[src/rtl/PARAMS_pkg.sv]
// Shared memory-port parameters and the line-controller state encoding.
//   ADDR_SIZE  byte-address width of the word-wide memory port
//   WD_SIZE    memory word width in bits; WD_BYTES bytes per word
//   LINE_SIZE  default cache-line width in bits
package PARAMS_pkg;

  localparam int unsigned ADDR_SIZE = 8;
  localparam int unsigned WD_SIZE   = 32;
  localparam int unsigned WD_BYTES  = WD_SIZE / 8;
  localparam int unsigned LINE_SIZE = 128;

  typedef enum logic [1:0] {
    MC_IDLE = 2'd0,
    MC_XFER = 2'd1,
    MC_RESP = 2'd2
  } mem_ctrl_state_t;

endpackage

[src/rtl/mem_line_ctrl.sv]
// Cache-line initiator on the word-wide memory port. Accepts one line read or
// write per req handshake, splits it into WORDS word transactions, each holding
// mem_op_en for MEM_LATENCY cycles, and assembles read words into rsp_rdata.
//
// Ports:
//   clk, reset                 clock, synchronous active-high reset
//   req_valid/req_ready        request handshake (ready only while idle)
//   req_wr, req_addr, req_wdata  request kind, byte address, write line
//   rsp_valid, rsp_rdata       completion pulse, last read line (natural order)
//   mem_addr, mem_rd_wr, mem_op_en, mem_wr_data, mem_rd_data  memory word port
//
// Build option: MEM_LINE_CTRL_CWF_EN -- reads start at the word addressed by
// req_addr and wrap around the line (critical word first). Undefined: reads
// start at word 0. Writes always run in natural order.
module mem_line_ctrl
  import PARAMS_pkg::*;
#(
  parameter int unsigned LINE_BITS   = LINE_SIZE,
  parameter int unsigned MEM_LATENCY = 1
) (
  input  logic                 clk,
  input  logic                 reset,
  input  logic                 req_valid,
  output logic                 req_ready,
  input  logic                 req_wr,
  input  logic [ADDR_SIZE-1:0] req_addr,
  input  logic [LINE_BITS-1:0] req_wdata,
  output logic                 rsp_valid,
  output logic [LINE_BITS-1:0] rsp_rdata,
  output logic [ADDR_SIZE-1:0] mem_addr,
  output logic                 mem_rd_wr,
  output logic                 mem_op_en,
  output logic [WD_SIZE-1:0]   mem_wr_data,
  input  logic [WD_SIZE-1:0]   mem_rd_data
);

  localparam int unsigned WORDS      = LINE_BITS / WD_SIZE;
  localparam int unsigned LINE_BYTES = LINE_BITS / 8;
  localparam int unsigned IDX_W      = $clog2(WORDS);
  localparam int unsigned LAT_W      = (MEM_LATENCY > 1) ? $clog2(MEM_LATENCY) : 1;
  localparam int unsigned WB_W       = $clog2(WD_BYTES);

  localparam logic [ADDR_SIZE-1:0] LINE_MASK = ADDR_SIZE'(LINE_BYTES - 1);
  localparam logic [IDX_W-1:0]     LAST_IDX  = IDX_W'(WORDS - 1);
  localparam logic [LAT_W-1:0]     LAST_LAT  = LAT_W'(MEM_LATENCY - 1);

  mem_ctrl_state_t state_q, state_d;

  logic                 wr_q, wr_d;
  logic [ADDR_SIZE-1:0] base_q, base_d;
  logic [LINE_BITS-1:0] wdata_q, wdata_d;
  logic [LINE_BITS-1:0] line_q, line_d;
  logic [IDX_W-1:0]     idx_q, idx_d;
  logic [IDX_W-1:0]     cnt_q, cnt_d;
  logic [LAT_W-1:0]     lat_q, lat_d;
  logic                 rsp_valid_q, rsp_valid_d;
  logic [LINE_BITS-1:0] rsp_rdata_q, rsp_rdata_d;
  logic [ADDR_SIZE-1:0] mem_addr_q, mem_addr_d;
  logic                 mem_rd_wr_q, mem_rd_wr_d;
  logic                 mem_op_en_q, mem_op_en_d;
  logic [WD_SIZE-1:0]   mem_wr_data_q, mem_wr_data_d;

  logic [ADDR_SIZE-1:0] req_base;
  logic [IDX_W-1:0]     start_idx;

  // Byte address of word idx within the line at base; wraps at top of space.
  function automatic logic [ADDR_SIZE-1:0] word_addr(input logic [ADDR_SIZE-1:0] base,
                                                     input logic [IDX_W-1:0]     idx);
    return base + ADDR_SIZE'(32'(idx) * WD_BYTES);
  endfunction

  function automatic logic [WD_SIZE-1:0] line_word(input logic [LINE_BITS-1:0] line,
                                                   input logic [IDX_W-1:0]     idx);
    return line[32'(idx) * WD_SIZE +: WD_SIZE];
  endfunction

  function automatic logic [IDX_W-1:0] next_idx(input logic [IDX_W-1:0] idx);
    return (idx == LAST_IDX) ? '0 : idx + IDX_W'(1);
  endfunction

  assign req_ready = (state_q == MC_IDLE) && !reset;
  assign req_base  = req_addr & ~LINE_MASK;

  // First word of a transfer.
`ifdef MEM_LINE_CTRL_CWF_EN
  assign start_idx = req_wr ? '0 : IDX_W'((req_addr & LINE_MASK) >> WB_W);
`else
  assign start_idx = '0;
`endif

  // Next-state, counters, line buffer and registered port values.
  always_comb begin
    state_d       = state_q;
    wr_d          = wr_q;
    base_d        = base_q;
    wdata_d       = wdata_q;
    line_d        = line_q;
    idx_d         = idx_q;
    cnt_d         = cnt_q;
    lat_d         = lat_q;
    rsp_valid_d   = 1'b0;
    rsp_rdata_d   = rsp_rdata_q;
    mem_addr_d    = mem_addr_q;
    mem_rd_wr_d   = mem_rd_wr_q;
    mem_op_en_d   = mem_op_en_q;
    mem_wr_data_d = mem_wr_data_q;

    unique case (state_q)
      MC_IDLE: begin
        if (req_valid && req_ready) begin
          state_d       = MC_XFER;
          wr_d          = req_wr;
          base_d        = req_base;
          wdata_d       = req_wdata;
          idx_d         = start_idx;
          cnt_d         = '0;
          lat_d         = '0;
          mem_op_en_d   = 1'b1;
          mem_rd_wr_d   = req_wr;
          mem_addr_d    = word_addr(req_base, start_idx);
          mem_wr_data_d = line_word(req_wdata, start_idx);
        end
      end

      MC_XFER: begin
        if (lat_q == LAST_LAT) begin
          // Last cycle of the word window: capture read data, then move on.
          if (!wr_q) begin
            line_d[32'(idx_q) * WD_SIZE +: WD_SIZE] = mem_rd_data;
          end
          if (cnt_q == LAST_IDX) begin
            state_d     = MC_RESP;
            mem_op_en_d = 1'b0;
            rsp_valid_d = 1'b1;
            if (!wr_q) begin
              rsp_rdata_d = line_d;
            end
          end else begin
            idx_d         = next_idx(idx_q);
            cnt_d         = cnt_q + IDX_W'(1);
            lat_d         = '0;
            mem_addr_d    = word_addr(base_q, idx_d);
            mem_wr_data_d = line_word(wdata_q, idx_d);
          end
        end else begin
          lat_d = lat_q + LAT_W'(1);
        end
      end

      MC_RESP: begin
        state_d = MC_IDLE;
      end

      default: begin
        state_d = MC_IDLE;
      end
    endcase
  end

  // State and datapath registers; reset also discards any partial line.
  always_ff @(posedge clk) begin
    if (reset) begin
      state_q       <= MC_IDLE;
      wr_q          <= 1'b0;
      base_q        <= '0;
      wdata_q       <= '0;
      line_q        <= '0;
      idx_q         <= '0;
      cnt_q         <= '0;
      lat_q         <= '0;
      rsp_valid_q   <= 1'b0;
      rsp_rdata_q   <= '0;
      mem_addr_q    <= '0;
      mem_rd_wr_q   <= 1'b0;
      mem_op_en_q   <= 1'b0;
      mem_wr_data_q <= '0;
    end else begin
      state_q       <= state_d;
      wr_q          <= wr_d;
      base_q        <= base_d;
      wdata_q       <= wdata_d;
      line_q        <= line_d;
      idx_q         <= idx_d;
      cnt_q         <= cnt_d;
      lat_q         <= lat_d;
      rsp_valid_q   <= rsp_valid_d;
      rsp_rdata_q   <= rsp_rdata_d;
      mem_addr_q    <= mem_addr_d;
      mem_rd_wr_q   <= mem_rd_wr_d;
      mem_op_en_q   <= mem_op_en_d;
      mem_wr_data_q <= mem_wr_data_d;
    end
  end

  assign rsp_valid   = rsp_valid_q;
  assign rsp_rdata   = rsp_rdata_q;
  assign mem_addr    = mem_addr_q;
  assign mem_rd_wr   = mem_rd_wr_q;
  assign mem_op_en   = mem_op_en_q;
  assign mem_wr_data = mem_wr_data_q;

endmodule
[config.mk]
export PLATFORM = sky130hd
export DESIGN_NAME = mem_line_ctrl
export DESIGN_NICKNAME = d
export VERILOG_FILES = /design/src/rtl/PARAMS_pkg.sv /design/src/rtl/mem_line_ctrl.sv
export SDC_FILE = /design/constraint.sdc
export NUM_CORES = 1
export LEC_CHECK = 0
export ABC_AREA = 1
export CAP_MARGIN = 30
export CORE_MARGIN = 4
export CORE_UTILIZATION = 30
export DETAILED_ROUTE_END_ITERATION = 16
export GPL_TIMING_DRIVEN = 1
export HOLD_SLACK_MARGIN = 0.05
export PLACE_DENSITY = 0.47
export SETUP_SLACK_MARGIN = 0.3
export SLEW_MARGIN = 20
export SYNTH_ARGS = -nofsm -noshare
export SYNTH_HDL_FRONTEND = slang
export SYNTH_SLANG_ARGS = --single-unit
export TNS_END_PERCENT = 10
[constraint.sdc]
create_clock -name clk -period 3.4 [get_ports clk]
set_input_delay 1.02 -clock clk [delete_from_list [all_inputs] [get_ports clk]]
set_output_delay 1.02 -clock clk [all_outputs]
set_load 0.02 [all_outputs]
After elaboration in Yosys (flattened, before gate mapping)
Cells that the tools add are included.
{"block": "word_totals", "reg_bits": 438, "in_bits": 172, "output_inout_bits": 172, "word_cells": 74}
{"block": "classes", "addsub": 5, "n_eq_ne": 7, "shifts": 3, "muxes": 30, "bitwise_logic": 3, "reduce_logical": 13}
{"cell": "bitwise mux 128 bit", "n": 1}
{"cell": "two-way mux 128 bit", "n": 1}
{"cell": "variable shift 32 x 34 -> 128 bit (first input constant)", "n": 1}
{"cell": "variable part select 128 x 8 -> 32 bit", "n": 1}
{"cell": "variable part select 32 x 34 -> 128 bit", "n": 1}
{"cell": "two-way mux 32 bit", "n": 3}
{"cell": "one-hot mux 32 bit (2 select lines)", "n": 1}
{"cell": "negator 7 -> 34 bit", "n": 1}
{"cell": "two-way mux 8 bit", "n": 3}
{"cell": "two-way mux 2 bit", "n": 9}
{"cell": "one-hot mux 8 bit (2 select lines)", "n": 1}
{"cell": "one-hot mux 2 bit (2 select lines)", "n": 3}
{"cell": "AND reduction 4 bit", "n": 3}
{"cell": "adder 8 x 4 -> 8 bit", "n": 1}
{"cell": "two-way mux 1 bit", "n": 6}
{"cell": "inequality test 2 bit (second input constant)", "n": 3}
{"cell": "AND reduction 2 bit", "n": 3}
{"cell": "adder 2 x 1 -> 2 bit (second input constant)", "n": 2}
{"cell": "== test 2 bit (second input constant)", "n": 2}
{"cell": "one-hot mux 1 bit (2 select lines)", "n": 2}
{"cell": "NOT 1 bit", "n": 3}
{"cell": "AND reduction 3 bit", "n": 1}
{"cell": "OR reduction 3 bit", "n": 1}
{"cell": "== test 2 x 1 -> 1 bit (second input constant)", "n": 1}
{"cell": "6 further kinds", "n": 7}

Longest topological paths before layout
Gate-level depths: netlist (run 1).
{"block": "depth", "word_depth": 6, "ltp_mapped": 13, "ltp_nobuf": 9}

Least setup slack after synthesis (run 1)
OpenSTA, ideal clock, no wires.
{"block": "synth_path", "path_kind": "input to output", "startpoint": "in reset", "endpoint": "out req_ready", "t_arrival_ps": 1763, "required_ps": 2380, "slack_ps": 617, "path_stages": 3, "n_path_buf": 2, "path_cell_list": "buf_2 nor3_1 clkbuf_1"}
{"block": "synth_between", "elab_chain_cells": 2}
{"element": "start: declaration", "line_no": "mem_line_ctrl.sv:22", "source": "input logic reset,"}
{"element": "logical NOT 1 bit", "line_no": "mem_line_ctrl.sv:81", "source": "assign req_ready = (state_q == MC_IDLE) && !reset;"}
{"element": "logical AND 1 bit", "line_no": "mem_line_ctrl.sv:81"}
{"element": "end: declaration", "line_no": "mem_line_ctrl.sv:24", "source": "output logic req_ready,"}
Every way passes these cells.

Worst setup path in the final report (run 1)
{"block": "layout_path", "startpoint": "reg mem_addr_q[3] (netlist: mem_addr[3])", "endpoint": "out mem_addr[3]"}
{"element": "start: declaration", "line_no": "mem_line_ctrl.sv:58", "source": "logic [ADDR_SIZE-1:0] mem_addr_q, mem_addr_d;"}
{"element": "start signal: assignment", "line_no": "mem_line_ctrl.sv:188", "source": "mem_addr_q <= mem_addr_d;"}
{"element": "end: declaration", "line_no": "mem_line_ctrl.sv:30", "source": "output logic [ADDR_SIZE-1:0] mem_addr,"}
No word-level cell between the ends.

==> results of run 1 <==
[path summary, 6_finish.rpt]
kind          startpoint          end  slack, ns  depth (start not counted)
max          mem_addr[3]  mem_addr[3]       0.58                          1
min            base_q[6]    base_q[6]       0.45                          2
max reg2reg   state_q[0]   line_q[17]       1.02                          7
min reg2reg    base_q[6]    base_q[6]       0.45                          2
[layout make-up]
type,count,area (µm²)
Multi-Input combinational cell,2221,9388
Inverter,471,1769
Clock inverter,12,117.6
Sequential cell,433,8672
Antenna cell,12,30.03
Clock buffer,79,1523
Tap cell,931,1165
Timing Repair Buffer,371,3771
Fill cell,7547,42150
[power breakdown]
part	leakage [nW]	internal (mW)	switching (mW)
clock	0.808	3.15	2.30
combinational	7.83	0.719	1.25
sequential	3.53	5.33	0.135
[flip-flops by register name (all words and copies together), names as in the netlist, 2 cells and up]
name	cells
base_q	4
cnt_q	2
line_q	128
mem_addr	5
mem_wr_data	32
rsp_rdata	128
state_q	2
wdata_q	128
[layer usage]
| layer | vias to the layer above | track usage [%] | share of wire (%) |
|---|---|---|---|
| li1 | 10630 | - | - |
| met1 | 9096 | 26.91 | 48 |
| met2 | 418 | 30.21 | 44 |
| met3 | 104 | 4.753 | 6.0 |
| met4 | 6 | 6.521 | 2.3 |
| met5 | - | 0 | 0.046 |
[cell usage in the layout, fill, tap and decap left out, drive strengths merged, types with 2 or more instances in the layout]
cell,count
ha,7
a21oi,244
nor2,514
nor3,2
clkinv,9
buf,36
diode,12
conb,2
o21ai,10
nand3,490
nand2,951
clkbuf,79
dfxtp,433
inv,472
clkdlybuf4s50,334
[cells by family after synthesis]
| group | share of synthesized area [%] |
|---|---|
| compound gates | 6.132 |
| fa+ha+maj | 0.4225 |
| buf+inv | 13.12 |
| flops | 41.82 |
| other cells | 0.01809 |
| simple gates | 38.49 |
==> run metrics, run 1 <==
largest net degree at the start of global routing=196; post-synth cell types=20; final core utilization=38.54%; Final Instance Area=0.02644 mm²; DR vias=20260; crit-path leading delay family=buffers and inverters; H-Tree Depth=2; core area=0.06859 mm²; status=finished, final reports clean; most common cell in the netlist=nand2_1; Max Slew Vio Count=0; layout cells sized above 1=3.541%; worst-case hold slack=0.4508 ns; die height=270.9 µm; Critical Path Slowest Stage Cell=clkdlybuf4s50_1; post-route ant nets=0; FF+latch count, synth=433; post-route setup slack=0.5776 ns; Post-Syn Area per Cell=6.194 µm²; top-area cell type share of the netlist area=41.82%; Num CTS Buffers=52; pwr/cell area=487.6 mW/mm²; Max stage delay on crit path=0.77 ns; CTS Hold Bufs=0; Post-synth EDFFs=0; Tightest Hold Check Type=reg -> reg; most common flop cell mapped by yosys=dfxtp_1; worst path bufs/invs=1; Std-Cell Rows=96; synth warn=0; cts repair resizes=0; final wirelength=74.41 mm; cell accounting for the most synthesized area=dfxtp_1; gr ovfl total=0; Arrival @ worst endpoint=1.80 ns; number of global-route vias before repair=19080; clk buf depth=3; drc violations=0; Initial Util=30.22%; 1st-pass router iterations=5; CP Capture Type=output port; I/O Buffers=337; RePlAce Congestion=0.7730; CTS root buf=clkbuf_16; period utilization=83.01%; Placement Setup Slack=0.3112 ns; Final nets=3729; placed cell count=4427; Design Power=12.89 mW; Final Hold Vio Count=0; Synth async-reset ratio=0%; clk_lat worst skew=0.61 ns; Area Overhead vs Synth=27.52%; synthesized area=0.02073 mm²; final setup vio count=0; first-pass GRT wire length=114.0 mm; total of max-cap violations=0; Die Area=0.07337 mm²; # clock sinks=433; DR iter-0 viols=1384; dominant cells by area after synthesis=dfxtp_1 (42%), nand2_1 (17%), nand3_1 (12%); register area share after synthesis=41.82%; Critical Path RT=2.38 ns; startpoint types=flip-flop; Fmax=354.3 MHz; clock-pin slew on the worst setup and hold paths=0.06 ns; min Tclk post-route=2.822 ns; critical path cell sequence=clkdlybuf4s50_1; Peak supply drop=0.3531 mV; drt via density=4.472; sum of negative setup slack=0 ns; Finished Layout Cells=4530; most frequent cells after synthesis=nand2_1 (951), nor2_1 (512), nand3_1 (490); Leak=12.17 nW; RSZ-0062 raised after global routing=no; critical path class=reg -> out; Critical Path Fanout Max=5; Worst Max-Slew Pin Slew=1.080 ns; chip width=270.9 µm; Worst Skew=0.01508 ns; CTS tree=yes; post-DR wirelength/cell=16.42 µm; IO Pins=344; Rel. slew slack=27.99%; initial antenna violation count=16; DP HPWL=46.66 mm; setup bufs post-CTS=0; cells after synthesis=3347; All-Layer GR Usage=19.59%; post-place instance area=0.02476 mm²
No activity file was read; power rests on OpenSTA's default activity.
==> inputs of run 2 (changes only) <==
- clock period: 3.4 -> 2.9 ns (I/O delays scaled with it)
==> run metrics, run 2 (same netlist as run 1, synthesis figures left out) <==
number of global-route vias before repair=18840 (was 19080); Peak supply drop=0.3832 mV (was 0.3531 mV); Critical Path Fanout Max=3 (was 5); combinational share of power=15.4% (was 15.3%); crit-path leading delay family=buffers and inverters (unchanged); final setup vio count=0 (unchanged); Rel. slew slack=31.98% (was 27.99%); die height=270.9 µm (unchanged); DR iter-0 viols=1334 (was 1384); IO Pins=344 (unchanged); I/O Buffers=337 (unchanged); RR Endpoint=rsp_rdata[18] (was line_q[17]); All-Layer GR Usage=19.44% (was 19.59%); Worst Max-Slew Pin Slew=1.020 ns (was 1.080 ns); largest net degree at the start of global routing=185 (was 196); DP HPWL=47.73 mm (was 46.66 mm); total of max-cap violations=0 (unchanged); Std-Cell Rows=96 (unchanged); CTS Hold Bufs=0 (unchanged); most common cell after layout, fill and taps aside=nand2_1 (unchanged); pwr/cell area=570.6 mW/mm² (was 487.6 mW/mm²); chip width=270.9 µm (unchanged); clock power share=42.3% (about the same); Fmax=388.8 MHz; r2r startpoint=state_q[0] (unchanged); final wirelength=74.02 mm (was 74.41 mm); clk_lat worst skew=0.60 ns (was 0.61 ns); post-route ant nets=0 (unchanged); 1st-pass router iterations=5 (unchanged); worst reg-to-reg path cell count=8 (was 7); initial antenna violation count=9 (was 16); Num CTS Buffers=52 (unchanged); period utilization=88.69%; DR vias=20290 (was 20260); H-Tree Depth=2 (unchanged); commonest cells after routing, fill and taps aside=nand2_1 (950), nor2_1 (508), nand3_1 (488) (unchanged); CP Capture Type=output port (unchanged); Hold Startpoint=base_q[6] (unchanged); RSZ-0062 raised after global routing=yes (was no); clock-pin slew on the worst setup and hold paths=0.06 ns (about the same); post-DR wirelength/cell=16.31 µm (was 16.42 µm); min Tclk post-route=2.572 ns; Initial Util=30.22% (unchanged); Pint=10.87 mW (was 9.205 mW); drc violations=0 (unchanged); critical path cell sequence=clkdlybuf4s50_1 (unchanged); Worst Skew=0.02439 ns (was 0.01508 ns); Critical Path RT=2.03 ns (was 2.38 ns); first-pass GRT wire length=113.3 mm (was 114.0 mm); # clock sinks=433 (unchanged); critical path class=reg -> out (unchanged); Tightest Hold Check Type=reg -> reg (unchanged); clk buf depth=3 (unchanged); status=finished, final reports clean (unchanged); WHS Path Cells=2 (unchanged); Fill cells=7502 (was 7547); Die Area=0.07337 mm² (unchanged); RePlAce Congestion=0.7805 (was 0.7730); hold path endpoint=base_q[6] (unchanged); CTS root buf=clkbuf_16 (unchanged); P_sw=4.292 mW (was 3.686 mW); Area Overhead vs Synth=28.13% (was 27.52%); gr ovfl total=0 (unchanged); worst-case hold slack=0.4480 ns (was 0.4508 ns); Sw Ratio=28.32% (was 28.59%); Arrival @ worst endpoint=1.70 ns (was 1.80 ns); startpoint types=flip-flop (unchanged); core area=0.06859 mm² (unchanged); Critical Path Slowest Stage Cell=clkdlybuf4s50_1 (unchanged); Max Slew Vio Count=0 (unchanged); CTS tree=yes (unchanged); Final nets=3738 (was 3729); sum of negative setup slack=0 ns (unchanged); Final Instance Area=0.02656 mm² (was 0.02644 mm²); Max stage delay on crit path=0.74 ns (was 0.77 ns); Final Hold Vio Count=0 (unchanged); Leak=12.25 nW (was 12.17 nW); post-place instance area=0.02488 mm² (was 0.02476 mm²); sequential fraction of design power=42.3% (was 42.4%); layout cells sized above 1=3.918% (was 3.541%); worst path bufs/invs=1 (unchanged); r2r setup slk=0.71 ns (was 1.02 ns); drt via density=4.472 (about the same)
-- run 2: cell count changes in the layout (fill, tap and decap cells not counted), moves of 2 or more --
| cell | delta |
|---|---|
| buf_4 | +6 |
| diode_2 | -5 |
| buf_12 | +4 |
| clkbuf_8 | +4 |
| clkinv_2 | +2 |
-- run 2: metal layers --
layer	wire (µm)	global-route usage, %	share of wire, %	vias up
met5	17	0	0.023	-
met4	1605	5.585	2.2	2
met3	4077	3.379	5.5	93
met2	32520	30.75	44	462
met1	35790	27.24	48	9086
li1	-	-	-	10650
-- run 2: through the flow --
stage | utilization (%) | power (mW) | instances | setup slack, ns
final | 38.73 | 15.16 | 4537 | 0.3280
after global routing | 38.73 | 15.90 | 4537 | 0.2703
after CTS | 38.69 | 15.40 | 4530 | 0.2731
after detailed placement | 36.27 | 8.881 | 4436 | 0.4029
after global placement | 36.27 | 8.874 | 4436 | 0.4347
after floorplan | - | 7.924 | 3348 | 0.4169
-- run 2: layout make-up --
class                   count  area [µm²]  share of cell area (%)
flip-flops and latches    433        8672                   32.65
multi-input cells        2221        9394                   35.37
repair buffers            380        3882                   14.62
diodes                      7       17.52                 0.06595
well taps                 931        1165                   4.386
clock inverters            11       62.56                  0.2355
clock buffers              83        1599                   6.020
inverters                 471        1769                   6.661
-- run 2: power groups by stage --
stage	clock, mW	sequential [mW]	combinational (mW)
3_3_place_gp	0	6.54	2.34
6_report	6.42	6.41	2.33
4_1_cts	6.63	6.41	2.35
3_5_place_dp	0	6.54	2.34
5_1_grt	6.85	6.44	2.61
2_1_floorplan	0	6.59	1.34
-- run 2: how the worst max path moves through the flow --
stage / start / end / slack (ns) / cells after the start
after floorplan: reset / req_ready / 0.42 / 3
after global placement: reset / req_ready / 0.43 / 3
after detailed placement: reset / req_ready / 0.40 / 3
after CTS: state_q[1] / req_ready / 0.27 / 2
after global routing: mem_rd_wr / mem_rd_wr / 0.27 / 1
final: mem_rd_wr / mem_rd_wr / 0.33 / 1
-- run 2: repair_timing --
item | CTS | global route
pin swaps | 0 | 0
endpoints found under the setup margin | 3 | 2
gates resized for setup | 1 | 1
setup buffers | 0 | 0
